<file path="src/rtl/chunked_adder_pkg.sv">
`default_nettype none
// ============================================================================
// Module   : chunked_adder_pkg
// Purpose  : Shared constants and FSM state encoding for the chunked adder.
// Revision : 1.0 - initial release
// ============================================================================
package chunked_adder_pkg;

    localparam int c_WIDTH = 10;
    localparam int c_CHUNK = 2;

    typedef logic [1:0] state_t;

    localparam state_t c_IDLE = 2'd0;
    localparam state_t c_RUN  = 2'd1;
    localparam state_t c_DONE = 2'd2;

endpackage : chunked_adder_pkg
`default_nettype wire

</file>
<file path="src/rtl/chunked_adder_chunk_add.sv">
`default_nettype none
// ============================================================================
// Module   : chunk_add
// Purpose  : CHUNK-bit combinational ripple adder; also exposes the carry into
//            its MSB so the caller can derive signed overflow.
// Revision : 1.0 - initial release
// ============================================================================
module chunk_add #(
    parameter int CHUNK = 2
) (
    input  logic [CHUNK-1:0] a,
    input  logic [CHUNK-1:0] b,
    input  logic             cin,
    output logic [CHUNK-1:0] s,
    output logic             cout,
    output logic             cmsb
);

    logic [CHUNK:0] w_c;

    always_comb begin
        w_c    = '0;
        s      = '0;
        w_c[0] = cin;
        for (int i = 0; i < CHUNK; i++) begin
            s[i]     = a[i] ^ b[i] ^ w_c[i];
            w_c[i+1] = (a[i] & b[i]) | (w_c[i] & (a[i] ^ b[i]));
        end
    end

    assign cout = w_c[CHUNK];
    assign cmsb = w_c[CHUNK-1];

endmodule : chunk_add
`default_nettype wire

</file>
<file path="src/rtl/chunked_adder.sv">
`default_nettype none
// ============================================================================
// Module   : chunked_adder
// Purpose  : Multi-cycle add/subtract that processes CHUNK bits per cycle
//            through one shared ripple adder.
// Revision : 1.0 - initial release
// ============================================================================
module chunked_adder
    import chunked_adder_pkg::*;
#(
    parameter int WIDTH = c_WIDTH,
    parameter int CHUNK = c_CHUNK
) (
    input  logic             clk,
    input  logic             rst,
    input  logic             start,
    input  logic             sub,
    input  logic [WIDTH-1:0] a,
    input  logic [WIDTH-1:0] b,
    output logic             busy,
    output logic             done,
    output logic [WIDTH-1:0] sum,
    output logic             cout,
    output logic             ovf
);

    localparam int c_NCHUNK = WIDTH / CHUNK;
    localparam int c_IDX_W  = (c_NCHUNK > 1) ? $clog2(c_NCHUNK) : 1;
    localparam logic [c_IDX_W-1:0] c_LAST_IDX = c_IDX_W'(c_NCHUNK - 1);

    state_t             r_state;
    logic [c_IDX_W-1:0] r_idx;
    logic [WIDTH-1:0]   r_a;
    logic [WIDTH-1:0]   r_b;
    logic               r_carry;
    logic [WIDTH-1:0]   r_work;
    logic [WIDTH-1:0]   r_sum;
    logic               r_cout;
    logic               r_ovf;

    logic [CHUNK-1:0]   w_aChunks [c_NCHUNK];
    logic [CHUNK-1:0]   w_bChunks [c_NCHUNK];
    logic [CHUNK-1:0]   w_aChunk;
    logic [CHUNK-1:0]   w_bChunk;
    logic [CHUNK-1:0]   w_s;
    logic               w_cout;
    logic               w_cmsb;
    logic [WIDTH-1:0]   w_workNext;
    logic               w_last;

    // Split operands into chunks and splice the fresh adder slice into the
    // working value at the current index.
    for (genvar g = 0; g < c_NCHUNK; g++) begin : g_slice
        assign w_aChunks[g] = r_a[g*CHUNK +: CHUNK];
        assign w_bChunks[g] = r_b[g*CHUNK +: CHUNK];
        assign w_workNext[g*CHUNK +: CHUNK] =
            (r_idx == c_IDX_W'(g)) ? w_s : r_work[g*CHUNK +: CHUNK];
    end

    assign w_aChunk = w_aChunks[r_idx];
    assign w_bChunk = w_bChunks[r_idx];
    assign w_last   = (r_idx == c_LAST_IDX);

    chunk_add #(
        .CHUNK (CHUNK)
    ) u_chunkAdd (
        .a    (w_aChunk),
        .b    (w_bChunk),
        .cin  (r_carry),
        .s    (w_s),
        .cout (w_cout),
        .cmsb (w_cmsb)
    );

    always_ff @(posedge clk) begin
        if (rst) begin
            r_state <= c_IDLE;
            r_idx   <= '0;
            r_a     <= '0;
            r_b     <= '0;
            r_carry <= 1'b0;
            r_work  <= '0;
            r_sum   <= '0;
            r_cout  <= 1'b0;
            r_ovf   <= 1'b0;
        end else begin
            case (r_state)
                c_IDLE, c_DONE: begin
                    if (start) begin
                        // Subtraction is A + ~B + 1: invert B and seed carry.
                        r_a     <= a;
                        r_b     <= b ^ {WIDTH{sub}};
                        r_carry <= sub;
                        r_idx   <= '0;
                        r_state <= c_RUN;
                    end else begin
                        r_state <= c_IDLE;
                    end
                end
                c_RUN: begin
                    r_work  <= w_workNext;
                    r_carry <= w_cout;
                    if (w_last) begin
                        r_idx   <= '0;
                        r_sum   <= w_workNext;
                        r_cout  <= w_cout;
                        r_ovf   <= w_cout ^ w_cmsb;
                        r_state <= c_DONE;
                    end else begin
                        r_idx   <= r_idx + c_IDX_W'(1);
                    end
                end
                default: begin
                    r_state <= c_IDLE;
                end
            endcase
        end
    end

    assign busy = (r_state == c_RUN);
    assign done = (r_state == c_DONE);
    assign sum  = r_sum;
    assign cout = r_cout;
    assign ovf  = r_ovf;

endmodule : chunked_adder
`default_nettype wire

</file>
<file path="config.mk">
export PLATFORM = sky130hd
export DESIGN_NAME = chunked_adder
export DESIGN_NICKNAME = d
export VERILOG_FILES = /design/src/rtl/chunked_adder_pkg.sv /design/src/rtl/chunked_adder_chunk_add.sv /design/src/rtl/chunked_adder.sv
export SDC_FILE = /design/constraint.sdc
export NUM_CORES = 1
export LEC_CHECK = 0
export BUFFER_PORTS_ARGS = -buffer_cell sky130_fd_sc_hd__buf_2
export CORE_UTILIZATION = 40
export DETAILED_ROUTE_END_ITERATION = 8
export SKIP_LAST_GASP = 1
export SLEW_MARGIN = 0
export SYNTH_ARGS = -nofsm -noshare
export SYNTH_HDL_FRONTEND = slang
export SYNTH_SLANG_ARGS = --single-unit
</file>
<file path="constraint.sdc">
create_clock -name clk -period 2.8 [get_ports clk]
set_input_delay 0.28 -clock clk [delete_from_list [all_inputs] [get_ports clk]]
set_output_delay 0.28 -clock clk [all_outputs]
set_load 0.02 [all_outputs]
</file>
# --- Word level (Yosys, flattened, before mapping) ---
# Cells that the tools add are included.
word_totals:
  rom_bits: 0
  reg_bits: 48
  ramBits: 0
  n_memories: 0
  latch_bits: 0
classes:
  shift: 0
  n_div: 0
  addsub: 1
  n_lt_le_gt_ge: 1
  multipliers: 0
  eq_ne: 8
  reduce_logical: 7
  bitwise_logic: 13
  n_mux: 19
op_table:
  columns: ["op", "n"]
  rows:
  - ["two-way mux 2 bit", 10]
  - ["binary-select mux 2 bit (select 3 bit)", 2]
  - ["XOR 10 bit", 1]
  - ["equality test 3 x 2 -> 1 bit, second input constant", 2]
  - ["two-way mux 3 bit", 2]
  - ["case mux 3 bit (2 select lines)", 1]
  - ["AND reduction 2 bit", 3]
  - ["XOR 1 bit", 5]
  - ["AND 1 bit", 4]
  - ["greater-or-equal comparator 4 bit, second input constant", 1]
  - ["inverter 3 -> 4 bit", 1]
  - ["case mux 2 bit (2 select lines)", 1]
  - ["adder 3 x 1 -> 3 bit, second input constant", 1]
  - ["equality test 3 x 1 -> 1 bit, second input constant", 1]
  - ["equality test 3 bit, second input constant", 1]
  - ["logical NOT 3 bit", 1]
  - ["equality test 2 x 1 -> 1 bit, second input constant", 1]
  - ["equality test 2 bit, second input constant", 1]
  - ["logical NOT 2 bit", 1]
  - ["two-way mux 1 bit", 2]
  - ["inequality test 2 x 1 -> 1 bit, second input constant", 1]
  - ["inequality test 2 bit, second input constant", 1]
  - ["bitwise OR 1 bit", 2]
  - ["case mux 1 bit (2 select lines)", 1]
  - ["2 further kinds", 2]

# --- Depth between registers and ports, before layout ---
# Gate-level depths: netlist (run 1).
depth:
  ltp_word: 10
  depth_mapped: 9
  ltp_nobuf: 7

# --- Modules after synthesis ---
# A second synthesis (run 1) with hierarchy kept.
unflattened:
  hier_cells: 232
  hier_area_um2: 2080.7
by_module_without_submodules:
  columns: ["mod", "area_per_inst_um2", "instances", "cells_per_inst", "seq_area_each_um2"]
  rows:
  - ["chunked_adder", 2040.7, 1, 230, 920.9]
  - ["chunk_add", 40.0, 1, 2, 0.0]

# --- Worst setup path before layout (run 1) ---
# No wires, ideal clock.
synth_path:
  kind: "register to register"
  start: "register r_idx[1]"
  end: "register r_sum[7] (netlist: sum[7])"
  path_buffers: 2
  synth_period_minus_slack_ns: 2.443
  path_stages_with_launch: 10
  required_ns: 2.683
  setup_slack_ns: 0.357
  arrival_time_ns: 2.326
  cell_sequence: "dfxtp_1 clkbuf_1 buf_2 nand3b_1 a21oi_1 a311oi_1 fa_1 fa_1 a21oi_1 a22o_1"
synth_via:
  elab_chain_cells: 9
  elab_cells_between_ends: 17
synth_rtl:
  columns: ["element", "line", "rtl"]
  rows:
  - ["start: declaration", "chunked_adder.sv:32", "logic [c_IDX_W-1:0] r_idx;"]
  - ["start signal: assignment", "chunked_adder.sv:110", "r_idx <= r_idx + c_IDX_W'(1);"]
  - ["inverter 3 -> 4 bit (not written as such)", "chunked_adder.sv:60, chunked_adder.sv:61", null]
  - ["binary-select mux 2 bit (select 3 bit) (on tied branches)", "chunked_adder.sv:60, chunked_adder.sv:61", null]
  - ["two-way mux 2 bit (on tied branches) (2 in a row)", "chunked_adder.sv:60, chunked_adder.sv:61", null]
  - ["XOR 1 bit", "chunked_adder_chunk_add.sv:27", "w_c[i+1] = (a[i] & b[i]) | (w_c[i] & (a[i] ^ b[i]));"]
  - ["AND 1 bit", "chunked_adder_chunk_add.sv:27", null]
  - ["bitwise OR 1 bit", "chunked_adder_chunk_add.sv:27", null]
  - ["XOR 1 bit", "chunked_adder_chunk_add.sv:26", "s[i] = a[i] ^ b[i] ^ w_c[i];"]
  - ["two-way mux 2 bit", "chunked_adder.sv:57", "(r_idx == c_IDX_W'(g)) ? w_s : r_work[g*CHUNK +: CHUNK];"]
  - ["end signal: assignment", "chunked_adder.sv:105", "r_sum <= w_workNext;"]
  - ["end: declaration", "chunked_adder.sv:37", "logic [WIDTH-1:0] r_sum;"]
# Several ways; a longest one is shown, not always the timed one. The select of a mux whose other input is x is not followed.
# A chain may end at the register's enable or synchronous reset.

# --- Worst setup path after layout (run 1) ---
layout_path:
  start: "register r_idx[0]"
  end: "register r_sum[7] (netlist: sum[7])"
# The elaborated chain is that of the path after synthesis.

==> results.yml, run 1 <==
placed_design:
  placedCellCount: 302
  globalplace.congestion: 0.808
  dp_hpwl_um: 2790
  portBuffers: 37
yosys:
  syn_nets: 244
  synth_top_cell_area_share_pct: 45.4
  synth_top_family_by_area: "compound AO/OA/AOI/OAI gates"
  yosys-mux-area-fraction_pct: 3.46
  ys_ff_latch: 46
  synthTopCellsByArea: "dfxtp_1, a211oi_1, a21oi_1"
  yosysWarnings: 0
  synth_area_um2: 2030
  avgSynthCellArea_um2: 9.52
  syn_inst: 213
  post_synth_and_or_nand_nor_area_fraction_pct: 14.6
  yosysSeqAreaShare_pct: 45.4
  synth_xor_area_share_pct: 4.75
  synth-compound-area-share_pct: 20.7
  synth_cell_types: 32
  synth_fa_ha_area_share_pct: 5.06
  synth_top_cell_by_area: "dfxtp_1"
grt:
  met1_usage_pct: 21.4
  grt_usage_pct: 16.2
  grt_pass1_vias: 1347
  grt_overflow_total: 0
  grt.met3_usage_pct: 4.14
  grt.met2_usage_pct: 25.3
  grt_pass1_wl_um: 6590
  busiest_layer: "met2"
  antenna_found_initial: 0
  grt_max_degree: 36
cts:
  clk_pin_slew_ns: 0.10
  root_buffer: "clkbuf_8"
  cts_tree: "yes"
  cts-hold-fix-buffers: 0
  post_cts_buffers: 0
  clkLatencyLatePin_ns: 0.31
  cts_buffer_depth: 2
  htreeDepth: 2
  clkSinkCount: 46
  cts_buffers: 5
  ctsResizeCount: 0
detailed_routing:
  num_vias: 1539
  wl_per_cell_um: 13.0
  wl_um: 4040
  drtIter0Drc: 76
  drc: 0
  drt_pass1_iterations: 4
  postRouteAntennaNets: 0
  via_per_inst: 4.96
pwr:
  switchingPower_mw: 0.368
  ir_worst_vdd_mv: 0.248
  internal_power_mw: 0.936
  p_seq_share_pct: 54.3
  powerDensity_nw_per_um2: 562
  swShare_pct: 28.2
  p_clk_share_pct: 32.7
  combPwrFrac_pct: 13.0
  leakagePower_nw: 0.873
floorplan:
  rows: 25
  core_region_area_um2: 4790
  top_level_ports: 38
  initial_core_util_pct: 42.4
  dieArea_um2: 5360
  die_height_um: 73.2
  die_w_um: 73.2
status:
  status: "completed"
layout:
  fin_cells: 310
  final_common_cell: "dfxtp_1"
  fin_nets: 273
  drive_gt1_share_pct: 23.9
  diodes: 0
  final_cell_mix: "dfxtp_1, buf_2, nand2_1"
  syn_to_final_growth_pct: 14.4
  fillCellCount: 461
timing:
  hold_viol: 0
  slew_headroom_pct: 56.4
  max_freq_mhz: 410
  drv_slew: 0
  setup-violations-final: 0
  tightestPinTransition_ns: 0.654
  rsz0062_at_grt: "false"
  min_period_ns: 2.44
  setup_tns_ns: 0
  layout_worst_path_cycle_share_pct: 87.2
  fin_skew_ns: 0.00946
critical_path:
  start_kind: "flop"
  r2r_setup_slack_ns: 0.36
  crit_type: "flop to flop"
  crit_path_max_fanout: 10
  crit_required_ns: 3.01
  endpoint_kind: "flop"
  critical_path_arrival_ns: 2.65
run:
  drv_cap: 0
hold_path:
  hp-class: "input pin to flop"
## synthesized netlist by cell type, drive strengths merged
cell     number
nand2        22
a211oi       16
a2bb2oi       1
buf          10
a31oi         4
ha            5
fa            2
clkbuf        7
nand3         5
and2b         2
clkinv        1
mux2i         7
inv           5
and4bb        3
o32ai         3
o2bb2ai       3
a22o          9
a21oi        20
nor2         21
xnor2        10
nand3b        3
dfxtp        46
nand2b        3
xor2          1
or3           1
a311oi        3
## cell type report
type                    instances  area [um2]  area share, %
clock buffers                   5        68.8           2.97
clock inverters                 3        25.0           1.08
inverters                       6        35.0           1.51
multi-input cells             144         986           42.5
flip-flops and latches         46         921           39.7
well taps                      67        83.8           3.61
repair buffers                 39         200           8.63
## sequential cells by signal, summed over array words and instances, names as in the netlist
| signal | flops |
|---|---|
| r_carry | 1 |
| r_idx | 3 |
| r_b | 10 |
| ovf | 1 |
| r_a | 10 |
| r_state | 2 |
| cout | 1 |
| r_work | 8 |
| sum | 10 |
## worst max-delay path, cell delays in order, from the launching register on
cell and delay [ns]:
dfxtp_1 0.56, nand2b_1 0.18, o32ai_1 0.14, a31oi_1 0.09, fa_1 0.45, fa_1 0.64, a21oi_1 0.10, a22o_1 0.18
## per-layer routing
layer  vias up  share of wire, %
li1        813                 -
met1       689                51
met2        32                45
met3         5               3.3
met4         0               1.0
met5         -                 0
## final timing paths
check / from / endpoint / cells after the start
hold / removal: a[8] / r_a[8] / 3
setup reg to reg: r_idx[0] / sum[7] / 7
hold reg to reg: r_a[6] / r_a[6] / 2
setup / recovery: r_idx[0] / sum[7] / 7
## power groups by stage
stage	combinational [mW]	sequential (mW)	clock (mW)
6_report	0.170	0.708	0.427
3_5_place_dp	0.172	0.723	0
5_1_grt	0.190	0.712	0.465
2_1_floorplan	0.133	0.713	0
4_1_cts	0.173	0.708	0.439
3_3_place_gp	0.171	0.723	0
## stage by stage
step / hold slack (ns) / worst slack (ns) / power [mW] / util [%] / area (um2)
after floorplan: 0.416 / 0.357 / 0.846 / - / 2030
after global routing: 0.192 / 0.168 / 1.37 / 48.5 / 2320
final: 0.202 / 0.358 / 1.30 / 48.5 / 2320
after global placement: 0.443 / 0.425 / 0.894 / 46.5 / 2230
after detailed placement: 0.448 / 0.375 / 0.896 / 46.5 / 2230
after CTS: 0.196 / 0.351 / 1.32 / 48.5 / 2320
## kinds of logic (layout without fill, tap and decap cells)
group,after synthesis,count (layout)
buffers and inverters,23,53
muxes,7,7
xor gates and xnor gates,11,11
and+or+nand+nor,60,60
DFF,46,46
AOI/OAI and AO/OA,59,59
adders and majority gates,7,7
Power figures use the tool's default switching activity.
==> inputs of run 2 (changes only) <==
CORE_UTILIZATION = 50   (was 40)
PLACE_DENSITY = 0.73   (was not set)
SKIP_CTS_REPAIR_TIMING = 1   (was not set)
==> results.yml, run 2 (synthesis results as in run 1) <==
hold_path:
  hold_path_depth: 3
  hp-start: "a[0]"
  whs_endpoint: "r_a[0]"
  hp-class: "input pin to flop"
critical_path:
  crit_buf_inv: 0
  start_kind: "flop"
  rr_worst_depth: 7
  r2r_setup_slack_ns: 0.28
  crit_required_ns: 3.00
  rr_startpoint: "r_idx[1]"
  critPathMaxStageDelay_ns: 0.67
  critical_path_arrival_ns: 2.72
  rr_endpoint: "sum[7]"
  crit_path_max_fanout: 16
  cp_slowest_cell: "dfxtp_1"
  cp_common_cell: "fa_1"
  cp_cell_sequence: "mux2i_1, o32ai_1, a31oi_1, fa_1, fa_1, a21oi_1, a22o_1"
  endpoint_kind: "flop"
  crit_type: "flop to flop"
  crit_family: "adder cells"
floorplan:
  die_height_um: 65.7
  die_w_um: 65.7
  rows: 22
  initial_core_util_pct: 53.7
  top_level_ports: 38
  dieArea_um2: 4310
  core_region_area_um2: 3770
layout:
  seqCellArea_um2: 921
  finalCoreUtilization_pct: 60.8
  fillCellCount: 337
  final_cell_mix: "dfxtp_1, buf_2, nand2_1"
  final_common_cell: "dfxtp_1"
  fin_nets: 273
  syn_to_final_growth_pct: 13.1
  multiInputGateArea_um2: 986
  drive_gt1_share_pct: 23.5
  diodes: 0
  final_area_um2: 2290
pwr:
  leakagePower_nw: 0.875
  total_power_mw: 1.29
  ir_worst_vdd_mv: 0.318
  powerDensity_nw_per_um2: 561
cts:
  root_buffer: "clkbuf_8"
  clkSinkCount: 46
  cts_buffers: 5
  clkLatencyLatePin_ns: 0.30
  cts_buffer_depth: 2
  htreeDepth: 2
  cts_tree: "yes"
  clk_pin_slew_ns: 0.08
detailed_routing:
  drc: 0
  drt_pass1_iterations: 4
  drtIter0Drc: 73
  wl_um: 3800
  num_vias: 1578
  wl_per_cell_um: 13.1
  postRouteAntennaNets: 0
  via_per_inst: 5.42
timing:
  min_period_ns: 2.52
  hold_viol: 0
  setup_tns_ns: 0
  max_freq_mhz: 397
  tightestPinTransition_ns: 0.651
  rsz0062_at_grt: "false"
  fin_skew_ns: 0.00617
  slew_headroom_pct: 56.5
  drv_slew: 0
  setup-violations-final: 0
  layout_worst_path_cycle_share_pct: 90.0
grt:
  grt_pass1_wl_um: 6420
  grt_max_degree: 33
  grt_overflow_total: 0
  grt_pass1_vias: 1428
  antenna_found_initial: 0
  grt_usage_pct: 19.7
placed_design:
  portBuffers: 37
  dp_hpwl_um: 2710
  place_area_um2: 2200
  globalplace.congestion: 0.853
run:
  drv_cap: 0
status:
  status: "completed"
-- run 2: cell types whose count changed in the layout (fill, tap and decap cells not counted), sizes merged --
cell      delta
clkbuf       +2
clkinvlp     -1
inv          -1
-- run 2: metrics by stage --
step / instances / worst slack [ns] / hold slack [ns]
finish: 291 / 0.281 / 0.210
detailed placement: 283 / 0.283 / 0.449
global route: 291 / 0.0270 / 0.207
global placement: 283 / 0.307 / 0.445
floorplan: 213 / 0.357 / 0.416
CTS: 291 / 0.266 / 0.211
-- run 2: final cells by class --
class,count,area share [%]
inverters,6,1.53
clock buffers,7,3.76
repair buffers,39,8.73
multi-input cells,144,43.0
well taps,48,2.62
flip-flops and latches,46,40.2
clock inverters,1,0.218
-- run 2: how the worst max path moves through the flow --
stage	depth (start not counted)	start	end	slack (ns)
2_1_floorplan	9	r_idx[1]	sum[7]	0.36
3_3_place_gp	7	r_idx[1]	sum[7]	0.31
3_5_place_dp	7	r_idx[1]	sum[7]	0.28
4_1_cts	7	r_idx[1]	sum[7]	0.27
5_1_grt	7	r_idx[1]	sum[7]	0.03
6_report	7	r_idx[1]	sum[7]	0.28
-- run 2: per-layer routing --
metal	routed length, um	track usage, %
met1	1810	23.4
met5	0	0
met3	147	4.34
met2	1760	33.0
met4	78	9.78
-- run 2: power by group --
| part | switching (mW) | leakage, nW | internal [mW] | total (mW) |
|---|---|---|---|---|
| logic | 0.0974 | 0.452 | 0.0708 | 0.168 |
| clock network | 0.211 | 0.0482 | 0.199 | 0.410 |
| registers | 0.0226 | 0.376 | 0.685 | 0.707 |
-- run 2: worst register-to-register path, stage by stage, from the launching register on --
cell and delay, ns:
dfxtp_1 0.67, mux2i_1 0.16, o32ai_1 0.14, a31oi_1 0.09
fa_1 0.45, fa_1 0.63, a21oi_1 0.10, a22o_1 0.18
==> inputs of run 3 (changes only) <==
BUFFER_PORTS_ARGS = not set   (was -buffer_cell sky130_fd_sc_hd__buf_2)
DONT_BUFFER_PORTS = 1   (was not set)
PLACE_DENSITY = not set   (was 0.73)
==> results.yml, run 3 (synthesis results as in run 1) <==
timing:
  drv_slew: 0
  setup_tns_ns: 0
  fin_skew_ns: 0.00556
  hold_viol: 0
  rsz0062_at_grt: "false"
  min_period_ns: 2.60
  max_freq_mhz: 385
  tightestPinTransition_ns: 0.632
  slew_headroom_pct: 57.8
  setup-violations-final: 0
  layout_worst_path_cycle_share_pct: 92.7
grt:
  antenna_found_initial: 0
  grt_max_degree: 36
  grt_pass1_vias: 1406
  grt_overflow_total: 0
  grt_pass1_wl_um: 6490
  grt_usage_pct: 20.1
cts:
  clkSinkCount: 46
  cts_tree: "yes"
  cts_buffers: 5
  clk_pin_slew_ns: 0.09
  root_buffer: "clkbuf_8"
  htreeDepth: 2
  cts_buffer_depth: 2
  clkLatencyLatePin_ns: 0.30
detailed_routing:
  drt_pass1_iterations: 4
  wl_um: 3920
  via_per_inst: 5.69
  drc: 0
  postRouteAntennaNets: 0
  wl_per_cell_um: 15.5
  num_vias: 1435
  drtIter0Drc: 53
placed_design:
  portBuffers: 0
  dp_hpwl_um: 2720
  placedCellCount: 244
  globalplace.congestion: 0.828
hold_path:
  hp-class: "input pin to flop"
layout:
  fin_nets: 234
  final_cell_mix: "dfxtp_1, nand2_1, nor2_1"
  fin_cells: 252
  syn_to_final_growth_pct: 4.14
  diodes: 0
  final_common_cell: "dfxtp_1"
  drive_gt1_share_pct: 9.31
  fillCellCount: 342
critical_path:
  r2r_setup_slack_ns: 0.20
  crit_required_ns: 3.00
  critical_path_arrival_ns: 2.80
  start_kind: "flop"
  crit_path_max_fanout: 14
  endpoint_kind: "flop"
  crit_type: "flop to flop"
run:
  drv_cap: 0
floorplan:
  top_level_ports: 38
  dieArea_um2: 4310
  die_height_um: 65.7
  die_w_um: 65.7
  rows: 22
  core_region_area_um2: 3770
  initial_core_util_pct: 53.7
status:
  status: "completed"
pwr:
  leakagePower_nw: 0.707
  total_power_mw: 1.33
  powerDensity_nw_per_um2: 632
  ir_worst_vdd_mv: 0.404
## run 3: path summary, 6_finish.rpt
check | startpoint | to | depth (start not counted)
max | r_idx[2] | sum[7] | 7
min | rst | r_idx[0] | 1
min reg2reg | r_a[3] | r_a[3] | 2
max reg2reg | r_idx[2] | sum[7] | 7
## run 3: area by class of cell
| cell class | count | area, um2 | area share [%] |
|---|---|---|---|
| Multi-Input combinational cell | 144 | 986 | 46.7 |
| Sequential cell | 46 | 921 | 43.6 |
| Clock buffer | 5 | 68.8 | 3.26 |
| Tap cell | 48 | 60.1 | 2.85 |
| Clock inverter | 3 | 40.0 | 1.90 |
| Inverter | 6 | 35.0 | 1.66 |
## run 3: metrics by stage
stage	util (%)	hold WS (ns)	instance area [um2]	setup slack [ns]
CTS	56.0	0.0326	2110	0.208
floorplan	-	0.416	2030	0.357
global placement	53.1	0.354	2000	0.341
global route	56.0	0.0251	2110	0.0171
detailed placement	53.1	0.356	2000	0.211
finish	56.0	0.0369	2110	0.203
## run 3: metal layers
metal	vias to the layer above	track usage, %	part of all wire, %
met3	7	4.86	5.1
met2	37	34.2	47
met5	-	0	0
met1	652	23.7	46
li1	739	-	-
met4	0	8.97	1.8
## run 3: worst max-delay path, stage by stage, from the launching register on
cell,delay (ns)
dfxtp_1,0.63
mux2i_1,0.14
o32ai_1,0.24
a31oi_1,0.09
fa_1,0.47
fa_1,0.64
a21oi_1,0.10
a22o_1,0.18
## run 3: where the power goes
part / internal (mW) / switching, mW / total (mW)
clock: 0.263 / 0.223 / 0.486
sequential: 0.685 / 0.0226 / 0.707
combinational: 0.0589 / 0.0830 / 0.142
total: 1.01 / 0.328 / 1.33
